[config.mk]
export PLATFORM = sky130hd
export DESIGN_NAME = bdl_desc_ring
export DESIGN_NICKNAME = d
export VERILOG_FILES = /design/src/rtl/bdl_pkg.sv /design/src/rtl/bdl_slot.sv /design/src/rtl/bdl_desc_ring.sv
export SDC_FILE = /design/constraint.sdc
export NUM_CORES = 1
export LEC_CHECK = 0
export ABC_AREA = 1
export BUFFER_PORTS_ARGS = -buffer_cell sky130_fd_sc_hd__buf_4
export CORE_AREA = 5 5 255 257
export DETAILED_ROUTE_END_ITERATION = 8
export DIE_AREA = 0 0 260 262
export SYNTH_ARGS = -nofsm -noshare
export SYNTH_HDL_FRONTEND = slang
export SYNTH_SLANG_ARGS = --single-unit
[constraint.sdc]
create_clock -name clk -period 6.2 [get_ports clk]
set_input_delay 0.31 -clock clk [delete_from_list [all_inputs] [get_ports clk]]
set_output_delay 0.31 -clock clk [all_outputs]
set_load 0.01 [all_outputs]
[src/rtl/bdl_pkg.sv]
// Shared constants and types for the DELQA buffer-descriptor ring.
// Word indices name the fixed layout of one descriptor.
package bdl_pkg;

  localparam int BDL_WPD    = 6;
  localparam int BDL_W_FLAG = 0;
  localparam int BDL_W_ADRH = 1;
  localparam int BDL_W_ADRL = 2;
  localparam int BDL_W_LEN  = 3;
  localparam int BDL_W_ST1  = 4;
  localparam int BDL_W_ST2  = 5;

  typedef logic [15:0] bdl_word_t;

endpackage : bdl_pkg

[src/rtl/bdl_slot.sv]
// One descriptor slot: WPD words of DW flops, one indexed write port,
// a synchronous clear and a combinational indexed read.
module bdl_slot #(
  parameter int DW  = 16,
  parameter int WPD = 6
) (
  input  logic                   clk,
  input  logic                   rst,
  input  logic                   clr,
  input  logic                   we,
  input  logic [$clog2(WPD)-1:0] widx,
  input  logic [DW-1:0]          wdata,
  input  logic [$clog2(WPD)-1:0] ridx,
  output logic [DW-1:0]          rdata
);

  localparam int IW = $clog2(WPD);

  logic [DW-1:0] mem [WPD];
  logic          widx_ok;
  logic          ridx_ok;

  // The extra bit keeps the range check correct when WPD is a power of two.
  assign widx_ok = ({1'b0, widx} < (IW+1)'(WPD));
  assign ridx_ok = ({1'b0, ridx} < (IW+1)'(WPD));

  // Clear wins over a coincident write so a released slot never keeps a late write.
  always_ff @(posedge clk) begin
    if (rst || clr) begin
      for (int i = 0; i < WPD; i++) begin
        mem[i] <= '0;
      end
    end else if (we && widx_ok) begin
      mem[widx] <= wdata;
    end
  end

  assign rdata = ridx_ok ? mem[ridx] : '0;

endmodule : bdl_slot

[src/rtl/bdl_desc_ring.sv]
// Ring of NDESC buffer descriptors filled word by word, read/written back at the head.
// Optional BDL_CLR_ON_POP_EN: zero a slot when it is popped and zero all slots on flush.
module bdl_desc_ring
  import bdl_pkg::*;
#(
  parameter int DW    = 16,
  parameter int WPD   = BDL_WPD,
  parameter int NDESC = 4
) (
  input  logic                       clk,
  input  logic                       rst,
  input  logic                       flush,
  input  logic                       wr_en,
  input  logic [DW-1:0]              wr_data,
  output logic                       wr_ready,
  output logic                       wr_ovf,
  output logic                       desc_done,
  output logic                       rd_valid,
  input  logic [$clog2(WPD)-1:0]     rd_idx,
  output logic [DW-1:0]              rd_data,
  input  logic                       st_we,
  input  logic [$clog2(WPD)-1:0]     st_idx,
  input  logic [DW-1:0]              st_data,
  input  logic                       pop,
  output logic [$clog2(NDESC+1)-1:0] count
);

  localparam int IW = $clog2(WPD);
  localparam int PW = $clog2(NDESC);
  localparam int CW = $clog2(NDESC+1);

  logic [PW-1:0] head;
  logic [PW-1:0] tail;
  logic [IW-1:0] wc;

  logic          fill_acc;
  logic          fill_last;
  logic          do_pop;
  logic          st_ok;

  logic [NDESC-1:0] slot_we;
  logic [NDESC-1:0] slot_clr;
  logic [IW-1:0]    slot_widx  [NDESC];
  logic [DW-1:0]    slot_wdata [NDESC];
  logic [DW-1:0]    slot_rdata [NDESC];

  function automatic logic [PW-1:0] ptr_next(input logic [PW-1:0] p);
    return (p == PW'(NDESC-1)) ? '0 : p + 1'b1;
  endfunction

  // Handshakes: a fill word transfers only in a cycle with wr_en && wr_ready
  // (wr_en without wr_ready is dropped and flagged one cycle later on wr_ovf);
  // the head descriptor is consumable while rd_valid is high, and pop/st_we
  // act on it only then.
  assign wr_ready  = (count < CW'(NDESC));
  assign rd_valid  = (count != '0);
  assign fill_acc  = wr_en && wr_ready && !flush;
  assign fill_last = fill_acc && (wc == IW'(WPD-1));
  assign do_pop    = pop && rd_valid && !flush;
  assign st_ok     = st_we && rd_valid && !flush && ({1'b0, st_idx} < (IW+1)'(WPD));

  // Fill and write-back cannot collide: tail==head with a partial fill means empty.
  always_comb begin
    slot_we  = '0;
    slot_clr = '0;
    for (int i = 0; i < NDESC; i++) begin
      slot_widx[i]  = '0;
      slot_wdata[i] = '0;
      if (fill_acc && (tail == PW'(i))) begin
        slot_we[i]    = 1'b1;
        slot_widx[i]  = wc;
        slot_wdata[i] = wr_data;
      end else if (st_ok && (head == PW'(i))) begin
        slot_we[i]    = 1'b1;
        slot_widx[i]  = st_idx;
        slot_wdata[i] = st_data;
      end
`ifdef BDL_CLR_ON_POP_EN
      slot_clr[i] = flush || (do_pop && (head == PW'(i)));
`endif
    end
  end

  for (genvar g = 0; g < NDESC; g++) begin : g_slot
    bdl_slot #(
      .DW  (DW),
      .WPD (WPD)
    ) u_slot (
      .clk   (clk),
      .rst   (rst),
      .clr   (slot_clr[g]),
      .we    (slot_we[g]),
      .widx  (slot_widx[g]),
      .wdata (slot_wdata[g]),
      .ridx  (rd_idx),
      .rdata (slot_rdata[g])
    );
  end

  assign rd_data = rd_valid ? slot_rdata[head] : '0;

  always_ff @(posedge clk) begin
    if (rst || flush) begin
      head      <= '0;
      tail      <= '0;
      wc        <= '0;
      count     <= '0;
      wr_ovf    <= 1'b0;
      desc_done <= 1'b0;
    end else begin
      wr_ovf    <= wr_en && !wr_ready;
      desc_done <= fill_last;
      if (fill_last) begin
        wc   <= '0;
        tail <= ptr_next(tail);
      end else if (fill_acc) begin
        wc <= wc + 1'b1;
      end
      if (do_pop) begin
        head <= ptr_next(head);
      end
      // Commit and pop together leave the occupancy unchanged.
      case ({fill_last, do_pop})
        2'b10:   count <= count + 1'b1;
        2'b01:   count <= count - 1'b1;
        default: count <= count;
      endcase
    end
  end

endmodule : bdl_desc_ring

; Word-level counts from Yosys, hierarchy flattened
; Memory sizes are Yosys's and may differ from the RTL's.
; Cells that the tools add are included.
[word_totals]
register_bits = 12
mem_bits_rw = 384
output_inout_bits = 23
wordCells = 127
n_memories = 4
[op_classes]
addsub = 5
magnitude_cmp = 8
n_eq_ne = 9
mux = 61
bitwise_logic = 1
reduce_logical = 33
[memory_table]
columns = name, words, word_bits, read_ports, rd_clocked_by_memory_dff, write_ports, line
row1 = g_slot[0].u_slot.mem, 6, 16, 1, 0, 6, bdl_slot.sv:19  ; logic [DW-1:0] mem [WPD];
row2 = g_slot[1].u_slot.mem, 6, 16, 1, 0, 6, bdl_slot.sv:19
row3 = g_slot[2].u_slot.mem, 6, 16, 1, 0, 6, bdl_slot.sv:19
row4 = g_slot[3].u_slot.mem, 6, 16, 1, 0, 6, bdl_slot.sv:19
[op_table]
columns = op, n
row1 = two-way mux 16 bit, 19
row2 = OR reduction 16 bit, 4
row3 = two-way mux 3 bit, 12
row4 = binary-select mux 16 bit (select 2 bit), 1
row5 = two-way mux 1 bit, 26
row6 = logical AND 1 bit, 21
row7 = "< comparator 3 bit, second input constant", 7
row8 = "equality test 2 bit, second input constant", 5
row9 = "adder 3 x 1 -> 3 bit, second input constant", 2
row10 = "equality test 2 x 1 -> 1 bit, second input constant", 3
row11 = one-hot mux 3 bit (2 select lines), 1
row12 = "adder 2 x 1 -> 2 bit, second input constant", 2
row13 = logical NOT 2 bit, 2
row14 = two-way mux 2 bit, 2
row15 = "equality test 3 bit, second input constant", 1
row16 = "greater-or-equal comparator 3 bit, second input constant", 1
row17 = inverter 2 -> 3 bit, 1
row18 = nonzero test 3 bit, 1
row19 = "subtractor 3 x 1 -> 3 bit, second input constant", 1
row20 = logical NOT 1 bit, 2
row21 = nonzero test 2 bit, 1
row22 = OR reduction 2 bit, 1
row23 = logical OR 1 bit, 1

; Logic depth before layout (Yosys ltp)
; Gate-level depths: netlist (run 1).
[logic_depth]
depth_word = 14
depth_mapped = 13
ltp_nobuf = 11

; By module
; A second synthesis (run 1) with hierarchy kept.
[unflattened]
hier_cells = 3226
area_unflattened_um2 = 27192.3
[by_module_without_submodules]
columns = module, instances, cells_each, area_each_um2, seq_area_each_um2
row1 = bdl_slot (g_slot[1].u_slot ...), 3, 689, 6242.2, 3843.7
row2 = bdl_slot (g_slot[0].u_slot), 1, 676, 6075.8, 3843.7
row3 = bdl_desc_ring, 1, 483, 2389.8, 240.2

; Worst setup path before layout (run 1)
; OpenSTA, ideal clock, no wires.
[synth_timing]
path_type = flip-flop to flip-flop
from = register head[1]
to = memory g_slot[0].u_slot.mem[4][0], enable pin
arrival_time_ns = 3.160
required_time_ns = 5.789
path_slack_ns = 2.629
stages_incl_launch_ff = 11
period_less_slack_ns = 3.571
path_cell_list = dfxtp_1 -> clkbuf_1 -> clkinv_1 -> clkbuf_1 -> ha_1 -> nand3_4 -> nor2_1 -> nor2_1 -> nand4_4 -> buf_2 -> o21ai_0
[synth_rtl]
columns = item, line
row1 = from (decl), bdl_desc_ring.sv:32  ; logic [PW-1:0] head;
row2 = from (signal assigned), bdl_desc_ring.sv:120  ; head <= ptr_next(head);
row3 = to (decl), bdl_slot.sv:19

==> metrics.cfg, run 1 <==
[power]
comb_power_share_pct=6.8
power_density_nw_per_um2=285
p_leak_nw=11.0
clockPowerShare_pct=43.0
ir_worst_vdd_uv=208
seqPwrFrac_pct=50.2
switching_power_mw=1.87
intPower_mw=6.19
p_sw_share_pct=23.2

[detailed_routing]
drt-total-wl_mm=72.7
wl_per_cell_um=20.6
viasPerCell=5.26
vias=18500
firstDrtPassIters=6
ant_nets=0
first_iter_violations=2223
drcViolationCount=0

[clock_network]
h-tree-depth=2
root_buffer=clkbuf_16
cts_buffer_depth=3
clock_sinks=524
post_cts_buffers=0
cts_buffers=56
clk_latency_ps=620
cts_tree=done
cts.reportedPaths.clkPinSlew_ps=60

[grt]
gr-max-usage-layer=met2
grt_pass1_vias=18000
grt.overflow.total=0
antenna_found_initial=2
grt_max_degree=150
grt_usage_pct=21.0
grt_util_met1_pct=28.9
met2_usage_pct=32.2
use_met3_pct=5.63
grt_first_pass_wirelength_mm=108

[sta]
max_freq_mhz=245
hold_violations=0
slew_viol_final=0
relSlewSlack_pct=30.5
setup_violations=0
whs_ps=184
fin_skew_ps=30.9
rsz0062_at_grt=no
timing.final.crit_share_pct=65.8
worst_slew_pin_slew_ps=1040
tns_ps=0
period_minus_slack_ps=4080

[critical_path]
crit_type=flip-flop to flip-flop
rr_startpoint=head[1]
crit_path_end_kind=flip-flop
required_ps=6530
rr_worst_depth=9
startpoint=head[1]
r2r_slack_ps=2120
crit_fanout=54
worstPathArrival_ps=4410
start_kind=flip-flop

[synth]
synth_area_um2=24800
synth-seq-area-share_pct=63.0
ys_types=39
synth-seq-cells=524
syn_inst=2506
yosys-top-cells-area=edfxtp_1 (62%), nand2_1 (7.8%), nor2_1 (6.0%)
yosysTopAreaCell=edfxtp_1
syn_avg_cell_area_um2=9.89
yosysWarnings=0
synth_top_area_share_pct=62.1

[floorplan]
initial_core_util_pct=39.6
fp.dieW_um=260
io-pin-count=67
die_y_um=262
die_area_um2=68100
core-area_um2=62500
num_rows=92

[final_layout]
regArea_um2=15600
areaGrowthSynthToFinish_pct=13.9
multiInputGateArea_um2=8180
design_area_um2=28200
layout-drive-gt1-share_pct=10.6
fillers=5900
final_common_cell=nand2_1
mostFrequentLayoutCells=nand2_1 (513), edfxtp_1 (512), nor2_1 (396), o21ai_0 (227), inv_1 (169)
post-route-util_pct=45.2
nets=2689

[min_path]
min_from=flush
holdCritPathClass=input port to flip-flop
holdPathStages=4

[placement]
placed_cell_area_um2=26300
gp_congestion=1.07
dp_hpwl_mm=45.8
portBuffers=66

[run]
max_cap_violations=0

[outcome]
status=finished, final reports clean

==> cells in the mapped netlist <==
master,count
nand2_1,514
edfxtp_1,512
nor2_1,396
o21ai_0,235
inv_1,171
a21oi_1,155
nor3_1,137
clkbuf_1,89
o22ai_1,68
nand3_1,37
buf_2,33
inv_2,21
buf_6,15
nand2_2,15
nand2_4,15
dfxtp_1,12
ha_1,11
nand3_4,11
buf_1,10
nor2_2,10
nor2_4,8
a21oi_2,4
buf_4,3
clkinv_1,3
nand4_2,3
nand3_2,2
nand3b_4,2
nor2_8,2
o21bai_2,2
a211oi_1,1
conb_1,1
fa_1,1
inv_4,1
nand3b_1,1
nand4_4,1
o21ai_2,1
o21bai_1,1
or2_2,1
xor2_1,1
==> flip-flops by register name, summed over array words and instances, names as in the netlist <==
register and cells:
count 3, g_slot.u_slot.mem 512, tail 2, head 2, wc 3, desc_done 1
wr_ovf 1
==> per-stage QoR <==
stage / setup slack, ps / instances / total power [mW]
floorplan: 2630 / 2633 / 4.43
global placement: 2200 / 3420 / 4.64
detailed placement: 2210 / 3420 / 4.65
CTS: 2200 / 3525 / 8.10
global route: 1830 / 3525 / 8.33
finish: 2120 / 3527 / 8.06
==> critical path, stage by stage (launching register included) <==
cell,delay [ps]
dfxtp_1,790
clkinv_1,210
buf_4,250
ha_1,230
nand3_4,120
nor2_1,50
nor2_1,180
nand4_4,630
o21ai_1,1000
buf_4,310
==> timing repair <==
| action | CTS | global route |
|---|---|---|
| hold buffers | 1 | 0 |
| resized for setup | 0 | 0 |
| endpoints found under the hold margin | 1 | 0 |
| endpoints found under the setup margin | 0 | 0 |
==> power by group through the flow <==
stage / Clock (mW) / Sequential [mW] / Combinational (mW)
CTS: 3.52 / 4.04 / 0.536
floorplan: 0 / 4.11 / 0.319
global route: 3.68 / 4.05 / 0.592
finish: 3.47 / 4.04 / 0.550
detailed placement: 0 / 4.12 / 0.533
global placement: 0 / 4.11 / 0.527
==> final timing paths <==
kind,end
min reg2reg,wc[0]
max reg2reg,g_slot[0].u_slot.mem[2][2]
min,count[0]
max,g_slot[0].u_slot.mem[2][2]
==> area by class of cell <==
cell class                      instances  area share (%)
Sequential cell                       524            55.3
Multi-Input combinational cell       1763            29.0
Tap cell                              846            3.75
Timing Repair Buffer                   92            2.61
Inverter                              196            2.64
Clock buffer                           63            5.13
Clock inverter                         41            1.59
Antenna cell                            2          0.0177
==> cells by family after synthesis <==
| group | count (synthesis) | synth area share (%) |
|---|---|---|
| compound gates | 467 | 9.92 |
| xor+xnor | 1 | 0.0354 |
| fa+ha+maj | 12 | 0.636 |
| buf+inv | 346 | 5.92 |
| flops | 524 | 63.0 |
| other cells | 1 | 0.0151 |
| simple gates | 1155 | 20.5 |
==> layer usage <==
layer	up-vias	share of wire, %
met2	878	44
li1	8653	-
met5	-	0.10
met4	2	4.3
met1	8803	42
met3	208	10
(Power assumes the default switching activity.)
==> run 2, diff against run 1 <==
ABC_AREA = 0   (was 1)
CORE_AREA = 5 5 250 252   (was 5 5 255 257)
DIE_AREA = 0 0 255 257   (was 0 0 260 262)
clock period = 3.4 ns   (was 6.2 ns; I/O delays follow)
==> run 2 against run 1 <==
Effect of this change:
- design area down 1.9%
- critical path depth fell by 2
- routed wire length fell by 6.5%
- critical endpoint is now rd_data[5]
- worst setup slack got worse by 2000 ps
==> metrics.cfg, run 2 <==
[floorplan]
num_rows=90
die_y_um=257
core-area_um2=59900
die_area_um2=65500
initial_core_util_pct=39.7
io-pin-count=67
fp.dieW_um=255

[placement]
gp_congestion=0.968
placed_cell_area_um2=26100
portBuffers=66
dp.cells=2564
pre_cts_ws_ps=585
dp_hpwl_mm=46.7

[detailed_routing]
top_layer=met5
met2_length_mm=32.3
wl_per_cell_um=25.4
wl_met3_mm=6.69
viasPerCell=5.68
vias=15200
drcViolationCount=0
drt-total-wl_mm=67.9
first_iter_violations=1687
ant_nets=0
firstDrtPassIters=6
wl_met1_mm=27.6

[critical_path]
required_ps=3230
crit_type=flip-flop to output pin
start_kind=flip-flop
crit_fanout=15
crit_path_end_kind=output pin
worstPathArrival_ps=3100

[final_layout]
post-route-util_pct=46.3
mostFrequentLayoutCells=edfxtp_1 (512), nor2_1 (201), nor3_1 (197), buf_4 (161), conb_1 (128)
regArea_um2=15600
areaGrowthSynthToFinish_pct=16.5
layout-drive-gt1-share_pct=20.8
regMostFlops=g_slot.u_slot.mem
largest_reg_flops=512
final_common_cell=edfxtp_1
design_area_um2=27700
multiInputGateArea_um2=8090
reg_top3=g_slot.u_slot.mem (512), count (3), wc (3)
fillers=5291
finalNonFillerCells=2670
nets=1897

[clock_network]
h-tree-depth=2
cts_buffers=54
cts.reportedPaths.clkPinSlew_ps=60
root_buffer=clkbuf_16
clk_latency_ps=610
post_cts_buffers=0
cts_tree=done
clock_sinks=524
cts_buffer_depth=3

[grt]
grt.overflow.total=0
grt_first_pass_wirelength_mm=100
grt_usage_pct=20.5
antenna_found_initial=2
grt_pass1_vias=15100
grt_max_degree=54

[run]
max_cap_violations=0

[power]
ir_worst_vdd_uv=355
intPower_mw=10.7
seqPwrFrac_pct=53.3
clockPowerShare_pct=39.5
p_leak_nw=10.2
power_density_nw_per_um2=501
p_sw_share_pct=22.6
power_mw=13.9
comb_power_share_pct=7.3
switching_power_mw=3.14

[synth]
yosysWarnings=0
synth-seq-cells=524
syn_inst=1603
ys_top_cells_by_count=edfxtp_1 (512), nor2_1 (202), nor3_1 (197)
yosys.cell_count.top_type=edfxtp_1
synth-seq-area-share_pct=65.7
synth_ff_type=edfxtp_1
yosysTopAreaCell=edfxtp_1
synth_area_um2=23800
ys_types=69
synth_edf_count=512
yosys-top-cells-area=edfxtp_1 (65%), mux4_2 (9.3%), mux2i_1 (5.1%)
syn_avg_cell_area_um2=14.8
synth_top_area_share_pct=64.7
synthArstFlopShare_pct=0

[sta]
hold_violations=0
relSlewSlack_pct=26.3
slew_viol_final=0
period_minus_slack_ps=3270
max_freq_mhz=306
setup_ws_ps=132
timing.final.crit_share_pct=96.1
whs_ps=102
tns_ps=0
fin_skew_ps=14.3
rsz0062_at_grt=no
worst_slew_pin_slew_ps=1100
setup_violations=0

[min_path]
holdCritPathClass=input port to flip-flop

[outcome]
status=finished, final reports clean

==> run 2: cell types whose count changed after synthesis, moves of 32 or more <==
cell	before	now
nand2_1	514	49
o21ai_0	235	12
nor2_1	396	202
inv_1	171	14
mux2i_1	0	122
a21oi_1	155	43
mux4_2	0	98
nor3_1	137	197
o22ai_1	68	8
clkbuf_1	89	36
nor2b_1	0	32
==> run 2: cell type report <==
cell class,count,share of cell area (%)
clock buffers,76,5.36
multi-input cells,1076,29.2
inverters,15,0.203
repair buffers,170,4.87
flip-flops and latches,524,56.4
diodes,1,0.00903
well taps,782,3.53
clock inverters,26,0.470
==> run 2: timing repair <==
item	in CTS	in global routing
endpoints found under the setup margin	0	12
gates resized for setup	0	2
hold endpoints to repair	3	0
hold buffers	3	0
==> run 2: cells by family (layout without fill, tap and decap cells) <==
group | count (synthesis) | count (layout) | synth area share, %
xor gates and xnor gates | 3 | 3 | 0.111
AOI/OAI and AO/OA | 138 | 138 | 4.22
DFF | 524 | 524 | 65.7
muxes | 235 | 235 | 15.1
adders and majority gates | 12 | 12 | 0.663
and+or+nand+nor | 560 | 560 | 11.6
other | 1 | 129 | 0.0158
buffers and inverters | 130 | 287 | 2.63
==> run 2: power groups by stage <==
| stage | combinational (mW) | sequential [mW] | clock [mW] |
|---|---|---|---|
| final | 1.01 | 7.39 | 5.48 |
| after global routing | 1.06 | 7.41 | 5.87 |
| after CTS | 1.00 | 7.39 | 5.57 |
| after detailed placement | 0.995 | 7.53 | 0 |
| after global placement | 0.991 | 7.51 | 0 |
| after floorplan | 0.566 | 7.50 | 0 |
==> run 2: worst max-delay path, stage by stage (launching register included) <==
cell     delay [ps]
dfxtp_1         350
or3_4           460
buf_4           200
and4_1          380
and2_1          280
a22oi_1         340
nand3_1         250
buf_4           220
==> run 2: worst paths after layout <==
check / from / endpoint / slack, ps / cells after the start
worst max-delay path: count[0] / rd_data[5] / 130 / 7
worst max register to register: tail[1] / g_slot[1].u_slot.mem[2][12] / 580 / 8
worst min register to register: tail[1] / tail[1] / 510 / 2
worst min-delay path: st_idx[2] / g_slot[2].u_slot.mem[0][14] / 100 / 4
==> run 2: layer usage <==
metal  global-route usage (%)  up-vias
li1                         -     6612
met1                     29.4     7720
met2                     32.5      744
met3                     4.48       90
met4                     4.24        2
met5                        0        -
